--- config.mk ---
export PLATFORM = sky130hd
export DESIGN_NAME = s4ga_cfg_streamer
export DESIGN_NICKNAME = d
export VERILOG_FILES = /design/src/rtl/s4ga_pkg.sv /design/src/rtl/s4ga_cfg_mem.sv /design/src/rtl/s4ga_cfg_streamer.sv
export SDC_FILE = /design/constraint.sdc
export NUM_CORES = 1
export LEC_CHECK = 0
export CORE_ASPECT_RATIO = 0.75
export CORE_MARGIN = 2
export CORE_UTILIZATION = 45
export CTS_CLUSTER_SIZE = 20
export DETAILED_ROUTE_END_ITERATION = 6
export HOLD_SLACK_MARGIN = 0.15
export PLACE_DENSITY = 0.59
export SLEW_MARGIN = 20
export SYNTH_ARGS = -nofsm -noshare
export SYNTH_HDL_FRONTEND = slang
export SYNTH_SLANG_ARGS = --single-unit
--- constraint.sdc ---
create_clock -name clk -period 3 [get_ports clk]
set_input_delay 0.6 -clock clk [delete_from_list [all_inputs] [get_ports clk]]
set_output_delay 0.6 -clock clk [all_outputs]
set_load 0.02 [all_outputs]
--- src/rtl/s4ga_pkg.sv ---
// rtl/s4ga_pkg.sv - shared s4ga geometry helpers and config-streamer FSM states
package s4ga_pkg;

  localparam int S4GA_N    = 16;
  localparam int S4GA_K    = 4;
  localparam int S4GA_SI_W = 4;

  // Each field is padded up to a whole number of segments.
  function automatic int idx_segs(input int n, input int si_w);
    return ($clog2(n) + si_w - 1) / si_w;
  endfunction

  function automatic int mask_segs(input int k, input int si_w);
    return ((1 << k) + si_w - 1) / si_w;
  endfunction

  function automatic int segs_per_lut(input int n, input int k, input int si_w);
    return k * idx_segs(n, si_w) + mask_segs(k, si_w);
  endfunction

  function automatic int total_segs(input int n, input int k, input int si_w);
    return n * segs_per_lut(n, k, si_w);
  endfunction

  function automatic int addr_width(input int total);
    return (total > 1) ? $clog2(total) : 1;
  endfunction

  localparam int S4GA_SPL   = segs_per_lut(S4GA_N, S4GA_K, S4GA_SI_W);
  localparam int S4GA_TOTAL = total_segs(S4GA_N, S4GA_K, S4GA_SI_W);
  localparam int S4GA_AW    = addr_width(S4GA_TOTAL);

  typedef enum logic [1:0] {
    ST_IDLE,
    ST_LOAD,
    ST_SYNC,
    ST_RUN
  } state_t;

endpackage

--- src/rtl/s4ga_cfg_mem.sv ---
// rtl/s4ga_cfg_mem.sv - config segment register file, one sync write port, one async read port
module s4ga_cfg_mem #(
  parameter int DEPTH = 128,
  parameter int W     = 4,
  parameter int AW    = 7
) (
  input  logic          clk,
  input  logic          we_i,
  input  logic [AW-1:0] waddr_i,
  input  logic [W-1:0]  wdata_i,
  input  logic [AW-1:0] raddr_i,
  output logic [W-1:0]  rdata_o
);

  // Contents are deliberately not reset; a fresh load always rewrites every entry.
  logic [W-1:0] mem_q [DEPTH];

  always_ff @(posedge clk) begin
    if (we_i) begin
      mem_q[waddr_i] <= wdata_i;
    end
  end

  assign rdata_o = mem_q[raddr_i];

endmodule

--- src/rtl/s4ga_cfg_streamer.sv ---
// rtl/s4ga_cfg_streamer.sv - loads one s4ga fabric config, then replays it to the core in consumption order
module s4ga_cfg_streamer
  import s4ga_pkg::*;
#(
  parameter int N    = 16,
  parameter int K    = 4,
  parameter int SI_W = 4
) (
  input  logic            clk,
  input  logic            rst,
  input  logic            load_start,
  input  logic            cfg_valid,
  output logic            cfg_ready,
  input  logic [SI_W-1:0] cfg_seg,
  input  logic            start,
  input  logic            stop,
  output logic [SI_W-1:0] si,
  output logic            core_rst,
  output logic            frame,
  output logic            loaded,
  output logic            busy
);

  localparam int TOTAL = total_segs(N, K, SI_W);
  localparam int AW    = addr_width(TOTAL);
  localparam logic [AW-1:0] LAST = AW'(TOTAL - 1);

  state_t          state_q;
  logic [AW-1:0]   wr_addr_q;
  logic [AW-1:0]   rd_addr_q;
  logic [AW-1:0]   rd_addr_d;
  logic [SI_W-1:0] rdata;
  logic            accept;
  logic            mem_we;

  logic            cfg_ready_q;
  logic [SI_W-1:0] si_q;
  logic            core_rst_q;
  logic            frame_q;
  logic            loaded_q;
  logic            busy_q;

  // The read port looks one address ahead so si_q can be registered straight from memory.
  always_comb begin
    rd_addr_d = '0;
    if (state_q == ST_RUN) begin
      rd_addr_d = (rd_addr_q == LAST) ? '0 : rd_addr_q + AW'(1);
    end
  end

  assign accept = (state_q == ST_LOAD) && cfg_valid && cfg_ready_q;
  assign mem_we = accept && !load_start && !rst;

  s4ga_cfg_mem #(
    .DEPTH (TOTAL),
    .W     (SI_W),
    .AW    (AW)
  ) u_mem (
    .clk     (clk),
    .we_i    (mem_we),
    .waddr_i (wr_addr_q),
    .wdata_i (cfg_seg),
    .raddr_i (rd_addr_d),
    .rdata_o (rdata)
  );

  always_ff @(posedge clk) begin
    if (rst) begin
      state_q     <= ST_IDLE;
      wr_addr_q   <= '0;
      rd_addr_q   <= '0;
      cfg_ready_q <= 1'b0;
      si_q        <= '0;
      core_rst_q  <= 1'b1;
      frame_q     <= 1'b0;
      loaded_q    <= 1'b0;
      busy_q      <= 1'b0;
    end else if (load_start) begin
      state_q     <= ST_LOAD;
      wr_addr_q   <= '0;
      cfg_ready_q <= 1'b1;
      si_q        <= '0;
      core_rst_q  <= 1'b1;
      frame_q     <= 1'b0;
      loaded_q    <= 1'b0;
      busy_q      <= 1'b1;
    end else begin
      case (state_q)
        ST_LOAD: begin
          if (accept) begin
            if (wr_addr_q == LAST) begin
              state_q     <= ST_IDLE;
              cfg_ready_q <= 1'b0;
              loaded_q    <= 1'b1;
              busy_q      <= 1'b0;
            end else begin
              wr_addr_q <= wr_addr_q + AW'(1);
            end
          end
        end
        ST_IDLE: begin
          if (start && loaded_q) begin
            state_q <= ST_SYNC;
            busy_q  <= 1'b1;
          end
        end
        ST_SYNC: begin
          state_q    <= ST_RUN;
          rd_addr_q  <= '0;
          si_q       <= rdata;
          frame_q    <= 1'b1;
          core_rst_q <= 1'b0;
        end
        ST_RUN: begin
          if (stop) begin
            state_q    <= ST_IDLE;
            si_q       <= '0;
            frame_q    <= 1'b0;
            core_rst_q <= 1'b1;
            busy_q     <= 1'b0;
          end else begin
            rd_addr_q <= rd_addr_d;
            si_q      <= rdata;
            frame_q   <= (rd_addr_d == '0);
          end
        end
        default: begin
          state_q <= ST_IDLE;
        end
      endcase
    end
  end

  assign cfg_ready = cfg_ready_q;
  assign si        = si_q;
  assign core_rst  = core_rst_q;
  assign frame     = frame_q;
  assign loaded    = loaded_q;
  assign busy      = busy_q;

endmodule

; After elaboration in Yosys (flattened, before gate mapping)
; Memory sizes are Yosys's and may differ from the RTL's.
; Cells that the tools add are included.
[totals]
regBits = 25
ramBits = 512
out_inout_bits = 9
in_bits = 10
n_memories = 1
[mem_list]
columns = memory, depth, width, read_ports, rd_ports_with_merged_regs, write_ports, line
row1 = u_mem.mem_q, 128, 4, 1, 0, 1, s4ga_cfg_mem.sv:16  ; logic [W-1:0] mem_q [DEPTH];
[classes]
n_addsub = 2
n_eq_ne = 14
mux = 26
bitwise = 2
reduce_logical = 23
[ops]
columns = operator, count
row1 = two-way mux 7 bit, 3
row2 = "adder 7 x 1 -> 7 bit, second input constant", 2
row3 = "== test 7 bit, second input constant", 2
row4 = one-hot mux 7 bit (2 select lines), 1
row5 = two-way mux 1 bit, 12
row6 = AND reduction 3 bit, 4
row7 = "!= test 3 bit, second input constant", 3
row8 = two-way mux 2 bit, 4
row9 = "!= test 2 bit, second input constant", 4
row10 = one-hot mux 2 bit (4 select lines), 1
row11 = one-hot mux 4 bit (2 select lines), 1
row12 = AND reduction 4 bit, 2
row13 = nonzero test 2 bit, 4
row14 = logical NOT 7 bit, 1
row15 = logical AND 1 bit, 5
row16 = AND reduction 5 bit, 1
row17 = "== test 2 bit, second input constant", 2
row18 = two-way mux 4 bit, 1
row19 = one-hot mux 1 bit (2 select lines), 2
row20 = nonzero test 4 bit, 1
row21 = "!= test 3 x 2 -> 1 bit, second input constant", 1
row22 = one-hot mux 1 bit (3 select lines), 1
row23 = "== test 2 x 1 -> 1 bit, second input constant", 1
row24 = logical NOT 1 bit, 2
row25 = other kinds (5), 6

; Depth between registers and ports, before layout
[logic_depth]
word_depth = 7
depth_mapped = 15
mapped_depth_nobuf = 9

; By module
; A second synthesis with hierarchy kept.
[hier_totals]
hier_cells = 1055
hier_area_um2 = 21368.0
[by_module_without_submodules]
columns = mod, cells_each, n_inst, area_each_um2
row1 = s4ga_cfg_mem, 904, 1, 20113.0
row2 = s4ga_cfg_streamer, 151, 1, 1255.0

; Worst setup path after synthesis
; Ideal clock, no wire load.
[synth_timing]
path_kind = reg2reg
from = reg rd_addr_q[0]
to = reg si_q[1] (netlist: si[1])
path_slack_ns = 0.271
synth_period_minus_slack_ns = 2.729
path_stages_with_launch = 13
n_path_buf = 3
setup_time_ns = 0.117
arrival_ns = 2.612
t_required_ns = 2.883
cell_sequence = dfxtp_1 ha_1 and3_1 buf_6 a21oi_4 buf_6 buf_6 mux2i_1 mux2i_1 a211oi_1 nor4_1 or4_1 o22a_1
[synth_via]
elab_chain_len = 6
[synth_rtl]
columns = element, line
row1 = start: declaration, s4ga_cfg_streamer.sv:30  ; logic [AW-1:0] rd_addr_q;
row2 = start signal: assignment, s4ga_cfg_streamer.sv:122  ; rd_addr_q <= rd_addr_d;
row3 = adder 7 x 1 -> 7 bit or == test 7 bit (tied branches), s4ga_cfg_streamer.sv:47  ; rd_addr_d = (rd_addr_q == LAST) ? '0 : rd_addr_q + AW'(1);
row4 = two-way mux 7 bit (*), s4ga_cfg_streamer.sv:47
row5 = two-way mux 7 bit (*), s4ga_cfg_streamer.sv:46  ; if (state_q == ST_RUN) begin
row6 = memory read (128 x 4 bit) (*), -
row7 = two-way mux 4 bit, s4ga_cfg_streamer.sv:115  ; if (stop) begin
row8 = one-hot mux 4 bit (2 select lines) (*), s4ga_cfg_streamer.sv:88  ; case (state_q)
row9 = end signal: assignment, s4ga_cfg_streamer.sv:110  ; si_q <= rdata;
row10 = end signal: assignment, s4ga_cfg_streamer.sv:123  ; si_q <= rdata;
row11 = end: declaration, s4ga_cfg_streamer.sv:37  ; logic [SI_W-1:0] si_q;
; Every way passes the cells marked *; elsewhere a longest branch is shown, timed or not.
; A chain may end at the register's enable or synchronous reset.

; Worst setup path after layout
[layout_timing]
from = reg rd_addr_q[1]
to = reg si_q[3] (netlist: si[3])
; The elaborated chain is that of the path after synthesis.

==> qor.csv <==
stage,metric,value,unit
synthesis,synthesis.area_per_instance,13.4,µm²
synthesis,netlist.top_cell.by_area,sky130_fd_sc_hd__edfxtp_1,
flow_run,maxCapViolations,0,
final_layout,final_cell_mix,"sky130_fd_sc_hd__edfxtp_1, sky130_fd_sc_hd__nand2_1, sky130_fd_sc_hd__nor2_1",
die,boundaryPins,19,
hold_path,hold_path_end,busy$_SDFFE_PP0P_,
synthesis,yosysWarningCount,0,
routing,drt_pre_antenna_iters,6,
hold_path,worstHoldStart,busy$_SDFFE_PP0P_,
sta,final.period_utilization,98.1,%
worst_setup_path,r2r_cells,10,
run_status,outcome,"finished, final reports clean",
clock_tree,cts_tree,built,
worst_setup_path,crit_path_kind,flop to flop,
routing,dr.first_iter.drc_count,2176,
synthesis,netlist_instances,1662,
sta,finalSetupViolations,0,
synthesis,asyncSetResetFlopFracSynth,0,%
power,leakage_power,8.63,nW
clock_tree,max-clock-path-buffers,3,
worst_setup_path,regToRegSetupSlack,60,ps
worst_setup_path,cp_slowest_cell,sky130_fd_sc_hd__dfxtp_1,
die,num_rows,70,
global_routing,globalRoute.totalOverflow,0,
global_routing,antenna_found_initial,0,
routing,drt-vias-per-instance,6.05,
synthesis,synth_seq_cells,537,
routing,detail-route-antenna-nets,0,
placed_design,gp_congestion,0.904,
worst_setup_path,crit_path_start_kind,flop,
sta,fin_setup_tns,0,ps
synthesis,syn-cell-area,22300,µm²
sta,layout_min_cycle_time,2940,ps
hold_path,hold_depth,2,
sta,slew_headroom,54.7,%
worst_setup_path,critical_path.max_fanout,14,
clock_tree,h-tree-depth,2,
worst_setup_path,crit_buf_inv,1,
worst_setup_path,endpoint_kind,flop,
sta,worstMarginPinSlew,680,ps
die,die_w,261,µm
worst_setup_path,regToRegEndpoint,si[3]$_SDFFE_PP0N_,
worst_setup_path,worst_path_dominant_cell_family,compound AO/OA/AOI/OAI gates,
worst_setup_path,crit_arrival,3420,ps
routing,postRouteWirelength,65.2,mm
power,power_density,575,nW/µm²
synthesis,number_of_enable_flip_flop_cells_after_synthesis,512,
clock_tree,clk_pin_slew_worst_paths,70,ps
clock_tree,cts_made_buffers,52,
final_layout,antenna-diode-count,0,
clock_tree,clock-sinks,537,
die,die-height,197,µm
synthesis,synth_top_cells_by_area,"sky130_fd_sc_hd__edfxtp_1, sky130_fd_sc_hd__nand2_1, sky130_fd_sc_hd__mux2i_1",
synthesis,ys_seq_area_share,71.1,%
final_layout,drive_above_1_share,16.2,%
die,design.core.area,48900,µm²
worst_setup_path,most_common_cell_type_on_the_critical_path,sky130_fd_sc_hd__o211ai_1,
clock_tree,clock_network_latency_to_the_later_pin_of_the_worst_skew_pair,590,ps
routing,vias,15000,
final_layout,post-route-util,53.9,%
clock_tree,clock_tree.root_cell,sky130_fd_sc_hd__clkbuf_16,
synthesis,synth_ff_type,sky130_fd_sc_hd__edfxtp_1,
routing,drc_errors,0,
power,maximum_ir_drop_on_the_vdd_rail,0.438,mV
placed_design,io_buffers,18,
sta,hold_violations,0,
global_routing,grtUsageTotal,25.3,%
global_routing,grt_pass1_vias,14400,
synthesis,synthDominantCellAreaShare,68.8,%
die,die_ar,51500,µm²
worst_setup_path,critical_path_required,3480,ps
final_layout,fin_nets,1801,
worst_setup_path,regToRegStartpoint,rd_addr_q[1]$_SDFFE_PP0P_,
sta,report.final.slew_viol_count,0,
global_routing,first_pass_grt_wire_length,95.5,mm
hold_path,hold_class,flop to flop,
die,initial_core_util,45.7,%
placed_design,dpl_wire_length,41.8,mm
worst_setup_path,critical-path-max-stage-delay,410,ps
worst_setup_path,worst_path_cell_chain,ha_4 > nand3_4 > o21ai_2 > or2_1 > buf_12 > a311o_1 > a311oi_1 > o211ai_1 > o211ai_1 > o32a_1,
final_layout,flow.area_growth_from_synthesis,17.8,%
sta,fmax,340,MHz
sta,fin_skew,16.9,ps
final_layout,layout_commonest_cell,sky130_fd_sc_hd__edfxtp_1,
synthesis,yosys.cell_types.count,67,
routing,avgRoutedWirePerCell,26.3,µm
global_routing,grt_max_degree,64,
synthesis,synth_nets,1674,
-- where the power goes --
group / internal, mW / total, mW / switching [mW]
combinational: 0.0384 / 0.191 / 0.153
clock: 3.93 / 6.75 / 2.82
sequential: 8.20 / 8.20 / 0.00418
total: 12.2 / 15.1 / 2.98
-- worst register-to-register path, delay by kind of cell (launching register included) --
| kind | cells | cell delay, ps |
|---|---|---|
| AOI/OAI and AO/OA | 6 | 1500 |
| DFF | 1 | 410 |
| adders and majority gates | 1 | 180 |
| and+or+nand+nor | 2 | 540 |
| buffers and inverters | 1 | 220 |
-- kinds of logic (layout without fill, tap and decap cells) --
| family | count (synthesis) | after routing | share of synthesized area, % |
|---|---|---|---|
| and+or+nand+nor | 643 | 643 | 12.6 |
| DFF | 537 | 537 | 71.1 |
| AOI/OAI and AO/OA | 271 | 271 | 8.69 |
| buffers and inverters | 116 | 285 | 2.68 |
| muxes | 85 | 85 | 4.58 |
| xor gates and xnor gates | 8 | 8 | 0.314 |
| adders and majority gates | 2 | 2 | 0.112 |
-- how the worst max path moves through the flow --
stage | cells after the start | startpoint | end | slack, ps
after floorplan | 12 | rd_addr_q[0]$_SDFFE_PP0P_ | si[1]$_SDFFE_PP0N_ | 270
after global placement | 10 | state_q[1]$_SDFFE_PP0P_ | si[2]$_SDFFE_PP0N_ | -90
after detailed placement | 11 | rd_addr_q[1]$_SDFFE_PP0P_ | si[2]$_SDFFE_PP0N_ | -110
after CTS | 11 | rd_addr_q[1]$_SDFFE_PP0P_ | si[3]$_SDFFE_PP0N_ | 20
after global routing | 11 | state_q[0]$_SDFFE_PP0P_ | si[3]$_SDFFE_PP0N_ | -10
final | 10 | rd_addr_q[1]$_SDFFE_PP0P_ | si[3]$_SDFFE_PP0N_ | 60
-- synthesized netlist by cell type, types with 11 or more instances --
| cell | count |
|---|---|
| sky130_fd_sc_hd__nand2_1 | 284 |
| sky130_fd_sc_hd__nand3_1 | 87 |
| sky130_fd_sc_hd__dfxtp_1 | 25 |
| sky130_fd_sc_hd__buf_4 | 11 |
| sky130_fd_sc_hd__buf_2 | 36 |
| sky130_fd_sc_hd__edfxtp_1 | 512 |
| sky130_fd_sc_hd__o211a_1 | 18 |
| sky130_fd_sc_hd__o211ai_1 | 16 |
| sky130_fd_sc_hd__o21ai_0 | 26 |
| sky130_fd_sc_hd__mux2i_1 | 64 |
| sky130_fd_sc_hd__a21oi_1 | 55 |
| sky130_fd_sc_hd__a211oi_1 | 24 |
| sky130_fd_sc_hd__a31oi_1 | 26 |
| sky130_fd_sc_hd__nor2_1 | 165 |
| sky130_fd_sc_hd__a311oi_1 | 26 |
| sky130_fd_sc_hd__mux4_2 | 13 |
| sky130_fd_sc_hd__and3_1 | 38 |
| sky130_fd_sc_hd__nor2b_1 | 11 |
| sky130_fd_sc_hd__a211o_1 | 13 |
| sky130_fd_sc_hd__clkbuf_1 | 48 |
| sky130_fd_sc_hd__nor3_1 | 17 |
-- sequential cells by signal, summed over array words and instances (netlist names) --
| register | flops |
|---|---|
| u_mem.mem_q | 512 |
| busy | 1 |
| core_rst | 1 |
| si | 4 |
| cfg_ready | 1 |
| loaded | 1 |
| state_q | 2 |
| wr_addr_q | 7 |
| rd_addr_q | 7 |
| frame | 1 |
-- timing repair --
action | in CTS | in global routing
gates cloned | 0 | 3
endpoints found under the setup margin | 4 | 4
pin swaps | 2 | 7
hold buffers | 0 | 0
buffers inserted | 1 | 5
resized for setup | 8 | 22
-- metrics by stage --
step / setup slack [ps] / power, mW / std cells / hold slack, ps / cell area, µm²
2_1_floorplan: 271 / 8.39 / 1662 / 484 / 22300
3_3_place_gp: -92.8 / 8.56 / 2374 / 474 / 24300
3_5_place_dp: -107 / 8.56 / 2374 / 488 / 24300
4_1_cts: 17.8 / 15.3 / 2471 / 497 / 26100
5_1_grt: -15.0 / 15.5 / 2479 / 527 / 26300
6_report: 56.3 / 15.1 / 2479 / 495 / 26300
-- area by class of cell --
class | instances | area [µm²]
multi-input cells | 1009 | 6040
well taps | 648 | 811
fillers | 4034 | 22600
clock buffers | 65 | 1400
repair buffers | 179 | 1800
inverters | 10 | 37.5
flip-flops and latches | 537 | 15900
clock inverters | 31 | 353
-- routing by layer --
layer  track usage, %  vias up  wire length (µm)
li1                 -     6550                 -
met5                0        -                 0
met4             7.13        0              1640
met2             36.2      847             27600
met1             38.9     7495             29000
met3             5.29      115              6930
Power figures use the tool's default switching activity.
==> RTL edit 1, RTL diff (config.mk and constraints unchanged) <==
The parameter `N` goes from 16 to 8.
--- a/src/rtl/s4ga_cfg_streamer.sv
+++ b/src/rtl/s4ga_cfg_streamer.sv
@@ -4,3 +4,3 @@
 #(
-  parameter int N    = 16,
+  parameter int N    = 8,
   parameter int K    = 4,
Function: no difference found for any inputs over 10 cycles, from zero or initial values and one cycle with rst high; that may be too few to reach the edited logic, so the function may still have changed.
==> RTL edit 1 against the unedited design <==
- worst setup slack improved by 0.069 ns
- sequential cell count down 258
- final area down 50%
- clock skew fell by 0.0084 ns
- sequential share of layout area is 1.5 points higher
- power is 49% lower
- count of clock-buffer cells in the layout shrank 32
- sequential power shrank 48%
- fmax increased by 2.4%
- routed wire length down 55%
- die area down 48%
- area after synthesis fell by 48%
- critical path type unchanged
- critical endpoint unchanged
- highest routed layer unchanged
==> RTL edit 1: results (changes against the unedited design) <==
stage;metric;value;unit;change
sta;clock.fmax;0.348;GHz;+2.4%
yosys;async_flop_share;0;%;unchanged
detailed_routing;wl_per_cell;22.7;um;-14%
layout;antenna_cells;0;;unchanged
power;leakagePower;0.00422;uW;-51%
placement;gp_congestion;0.880;;-2.7%
global_routing;antenna_found_initial;0;;unchanged
clock_network;post_cts_buffers;0;;-1
yosys;yosysSeqAreaShare;70.8;%;-0.26 points
placement;port_buffers;18;;unchanged
detailed_routing;via_count;7448;;-50%
clock_network;root_buffer;clkbuf_16;;
yosys;synthFlopType;edfxtp_1;;
placement;hpwl;19.0;mm;-54%
worst_setup_path;cp_max_fo;13;;-1
yosys;syn-num-nets;921;;-45%
worst_hold_path;hp-class;flip-flop to flip-flop;;
detailed_routing;drt_iter0_markers;826;;-62%
sta;timing.max_slew.rel_slack;46.1;%;-8.6 points
placement;placedInstanceArea;12300;um^2;-49%
global_routing;gr-usage-all-layers;22.2;%;-3.1 points
power;ir_drop;454;uV;+3.7%
yosys;ys_types;52;;-22%
global_routing;grt_pass1_vias;7023;;-51%
yosys;synth-edff-count;256;;-50%
layout;nets;957;;-47%
worst_setup_path;slowest_delay;0.73;ns;+0.32 ns
yosys;ys_top_cells_by_area;edfxtp_1 (67%), nand2_1 (6.4%), dfxtp_1 (4.0%);;
global_routing;grt_max_degree;65;;+1.6%
clock_network;cts_inserted_buffers;26;;-50%
detailed_routing;firstDrtPassIters;5;;-1
layout;fill_cells;2167;;-46%
worst_setup_path;worstPathArrival;3.32;ns;-0.10 ns
clock_network;cts_buffer_depth;3;;unchanged
layout;layout-drive-gt1-share;10.4;%;-5.8 points
run_status;status;finished clean;;
yosys;yosys_warnings;0;;unchanged
clock_network;htree_levels;1;;-1
global_routing;grt_pass1_wl;44.0;mm;-54%
layout;largestRegisters;u_mem.mem_q x256, rd_addr_q x6, wr_addr_q x6;;
yosys;synth_common_cells;edfxtp_1 (256), nand2_1 (197), nor2_1 (99);;
clock_network;clk_latency;0.53;ns;-0.06 ns
worst_setup_path;slowest_stage;or3_2;;
worst_setup_path;r2r_slack;0.13;ns;+0.07 ns
placement;place_ws;-0.0717;ns;+0.0351 ns
sta;fin_skew;0.00847;ns;-0.00845 ns
clock_network;clk_pin_slew;0.06;ns;
==> RTL edit 1: cell count changes after synthesis, moves of 17 or more <==
cell      before  now
o211a_1       18    0
clkbuf_1      48   21
buf_2         36   19
o21ai_0       26    8
mux2i_1       64   43
nor2_1       165   99
a311oi_1      26    7
edfxtp_1     512  256
a21oi_1       55   22
nand2_1      284  197
a211oi_1      24    2
nand3_1       87   60
and3_1        38   11
==> RTL edit 1: cell families (layout without fill, tap and decap cells) <==
logic type                 Yosys count  count (layout)  share of synthesized area, %
DFF                                279             279                          70.8
adders and majority gates            2               2                         0.217
xor gates and xnor gates             8               8                         0.609
buffers and inverters               59             113                          2.56
and+or+nand+nor                    411             411                          15.4
AOI/OAI and AO/OA                  107             107                          6.67
muxes                               43              43                          3.74
==> RTL edit 1: what timing repair did <==
item                                    in CTS  in global routing
gates resized for setup                      1                  5
endpoints found under the setup margin       3                  3
gates cloned                                 0                  0
hold buffers                                 0                  0
==> RTL edit 1: worst max-delay path, delay by kind of cell, from the launching register on <==
kind	cells	cell delay, ns
adder cells (fa/ha/maj)	1	0.31
AND/OR/NAND/NOR	3	1.11
flip-flops	1	0.37
AO/OA/AOI/OAI	4	1.00
==> RTL edit 1: where the power goes <==
part | internal (uW) | total, uW | switching (uW)
logic | 28.3 | 113 | 84.9
clock network | 2030 | 3410 | 1380
registers | 4240 | 4250 | 3.72
==> RTL edit 1: area by class of cell <==
cell class,instances,share of cell area [%]
clock buffers,33,5.45
clock inverters,13,1.28
flip-flops and latches,279,61.8
inverters,5,0.142
multi-input cells,571,23.6
repair buffers,62,4.48
well taps,338,3.21
==> RTL edit 1: through the flow <==
stage / util [%] / cells / hold slack [ns] / setup TNS, ns
6_report: 52.7 / 1301 / 0.492 / 0
3_5_place_dp: 49.0 / 1255 / 0.480 / -1.76
5_1_grt: 52.7 / 1301 / 0.538 / 0
3_3_place_gp: 49.0 / 1255 / 0.480 / -1.02
2_1_floorplan: - / 909 / 0.492 / 0
4_1_cts: 52.6 / 1301 / 0.491 / 0
==> RTL edit 1: final timing paths <==
path,start,endpoint,depth (start not counted)
setup / recovery,rd_addr_q[0],si[3],8
hold reg to reg,loaded,loaded,2
setup reg to reg,rd_addr_q[0],si[3],8
hold / removal,loaded,loaded,2
==> RTL edit 1: routing by layer <==
layer	part of all wire (%)	up-vias	routed length, um	GRT usage (%)
met5	0	-	0	0
met4	2.0	0	595	4.93
met3	8.2	43	2440	3.70
met2	44	292	12900	33.5
met1	46	3684	13600	33.9
li1	-	3429	-	-
==> RTL edit 2, RTL diff (config.mk and constraints unchanged) <==
Made on the original files. Encoding of `state_t`: now one-hot (4 bits for 4 states).
--- a/src/rtl/s4ga_pkg.sv
+++ b/src/rtl/s4ga_pkg.sv
@@ -32,7 +32,7 @@
 
-  typedef enum logic [1:0] {
-    ST_IDLE,
-    ST_LOAD,
-    ST_SYNC,
-    ST_RUN
+  typedef enum logic [3:0] {
+    ST_IDLE = 4'b0001,
+    ST_LOAD = 4'b0010,
+    ST_SYNC = 4'b0100,
+    ST_RUN  = 4'b1000
   } state_t;
Formal check against the unedited RTL: no difference found for any inputs over 10 cycles, from zero or initial values and one cycle with rst high; not proved beyond that.
==> RTL edit 2 against the unedited design <==
- worst setup slack got worse by 0.064 ns
- the flow now finishes with violations (setup timing)
- final cell count increased by 2.8%
- synthesized cell count up 1.1%
- largest power group unchanged
- non-clock buffer count grew 64
- sequential cell count grew 2
- area after synthesis about the same
- power down 1.8%
- critical path type unchanged
- highest routed layer unchanged
- combinational power grew 16%
- final area up 2.0%
- critical path depth rose by 2
- routed wire length grew 5.4%
==> RTL edit 2: results (changes against the unedited design) <==
stage;metric;value;unit;change
placement;hpwl;44.7;mm;+6.9%
placement;placedInstanceArea;24600;um^2;+1.5%
yosys;synthAdderAreaFrac;0.112;%;about the same
global_routing;antenna_found_initial;0;;unchanged
sta;finalSetupViolations;2;;+2
worst_hold_path;hold_depth;2;;unchanged
worst_setup_path;reg2regPathDepth;12;;+2
sta;fin_skew;0.0354;ns;+0.0184 ns
yosys;synth_compound_area_share;9.70;%;+1.0 points
clock_network;clk_pin_slew;0.06;ns;
yosys;synth_common_cells;edfxtp_1 (512), nand2_1 (247), nor2_1 (170);;
yosys;yosysSeqAreaShare;71.3;%;+0.24 points
detailed_routing;postRouteWirelength;68.7;mm;+5.4%
detailed_routing;via_count;15500;;+3.4%
power;leakagePower;0.00882;uW;+2.2%
layout;nets;1873;;+4.0%
layout;regMostFlops;u_mem.mem_q;;
detailed_routing;drt_iter0_markers;2166;;-0.46%
run_status;violations;setup timing;;
sta;setup-tns-final;-0.00850;ns;-0.00850 ns
global_routing;grt_pass1_wl;98.7;mm;+3.3%
yosys;synth-edff-count;512;;unchanged
detailed_routing;firstDrtPassIters;5;;-1
yosys;synthXorXnorAreaFrac;0.392;%;+0.079 points
clock_network;cts_inserted_buffers;52;;unchanged
global_routing;grt_pass1_vias;14600;;+1.9%
yosys;ys_types;76;;+13%
worst_setup_path;setup.worst_path.start;state_q[1];;
placement;gp_congestion;0.978;;+8.2%
sta;hold_ws;0.458;ns;-0.0372 ns
detailed_routing;wl_per_cell;26.9;um;+2.5%
worst_hold_path;hp-class;flip-flop to flip-flop;;
yosys;ys_top_cells_by_area;edfxtp_1 (69%), nand2_1 (4.2%), nor2_1 (2.9%);;
worst_setup_path;worstPathArrival;3.49;ns;+0.07 ns
layout;fill_cells;4059;;+0.62%
global_routing;gr-usage-all-layers;26.3;%;+1.0 points
placement;place_ws;-0.134;ns;-0.0277 ns
sta;timing.max_slew.rel_slack;44.3;%;-10 points
layout;layout-drive-gt1-share;18.5;%;+2.3 points
placement;dp.cells;2427;;+2.2%
power;ir_drop;392;uV;-11%
worst_setup_path;cp_max_fo;6;;-8
placement;port_buffers;18;;unchanged
run_status;status;finished, violations left;;
sta;layout_setup_ws;-0.00777;ns;-0.0640 ns
power;p_sw;2950;uW;-0.98%
clock_network;root_buffer;clkbuf_16;;
clock_network;clk_latency;0.61;ns;+0.02 ns
worst_hold_path;whs_endpoint;busy;;
yosys;netlist_instances;1681;;+1.1%
layout;regArea;15900;um^2;+0.25%
yosys;synth.mux.area_fraction;3.20;%;-1.4 points
global_routing;grt_max_degree;71;;+11%
yosys;synth_seq_cells;539;;+0.37%
## RTL edit 2: cell types whose count changed after synthesis, sizes merged, moves of 11 or more
cell / before / now
nand2: 284 / 247
a21oi: 56 / 77
a311oi: 26 / 10
a221oi: 3 / 32
clkbuf: 48 / 60
a211o: 13 / 2
o211a: 18 / 3
and3: 38 / 15
nor3: 17 / 30
nand3: 87 / 111
nand4: 7 / 21
## RTL edit 2: cell type report
cell class | count | share of cell area [%]
flip-flops and latches | 539 | 59.3
multi-input cells | 1017 | 22.3
repair buffers | 243 | 9.14
clock buffers | 70 | 5.25
well taps | 648 | 3.02
clock inverters | 24 | 0.849
inverters | 8 | 0.112
## RTL edit 2: metal layers
layer	wire length [um]	global-route usage (%)
met1	30300	40.2
met2	29400	37.6
met3	7530	6.31
met4	1470	6.59
met5	0	0
## RTL edit 2: critical path, cell delays in order, from the launching register on
cell and delay, ns:
dfxtp_2 0.34, or4b_4 0.59, a211oi_4 0.27, buf_6 0.17, buf_12 0.16, buf_16 0.15
mux2i_4 0.28, a211oi_4 0.11, a21oi_2 0.15, o211ai_1 0.17, buf_4 0.19, o211ai_1 0.21
nand3_1 0.10
## RTL edit 2: repair_timing
action | 4_1_cts | 5_1_grt
gates cloned | 0 | 9
resized for setup | 2 | 41
endpoints found under the setup margin | 1 | 4
setup buffers | 0 | 19
pin swaps | 0 | 22
## RTL edit 2: power by group through the flow
stage	clock [uW]	combinational [uW]	sequential (uW)
global placement	0	213	8400
finish	6420	221	8230
floorplan	0	37.7	8400
CTS	6470	218	8230
global route	6740	239	8230
detailed placement	0	217	8400
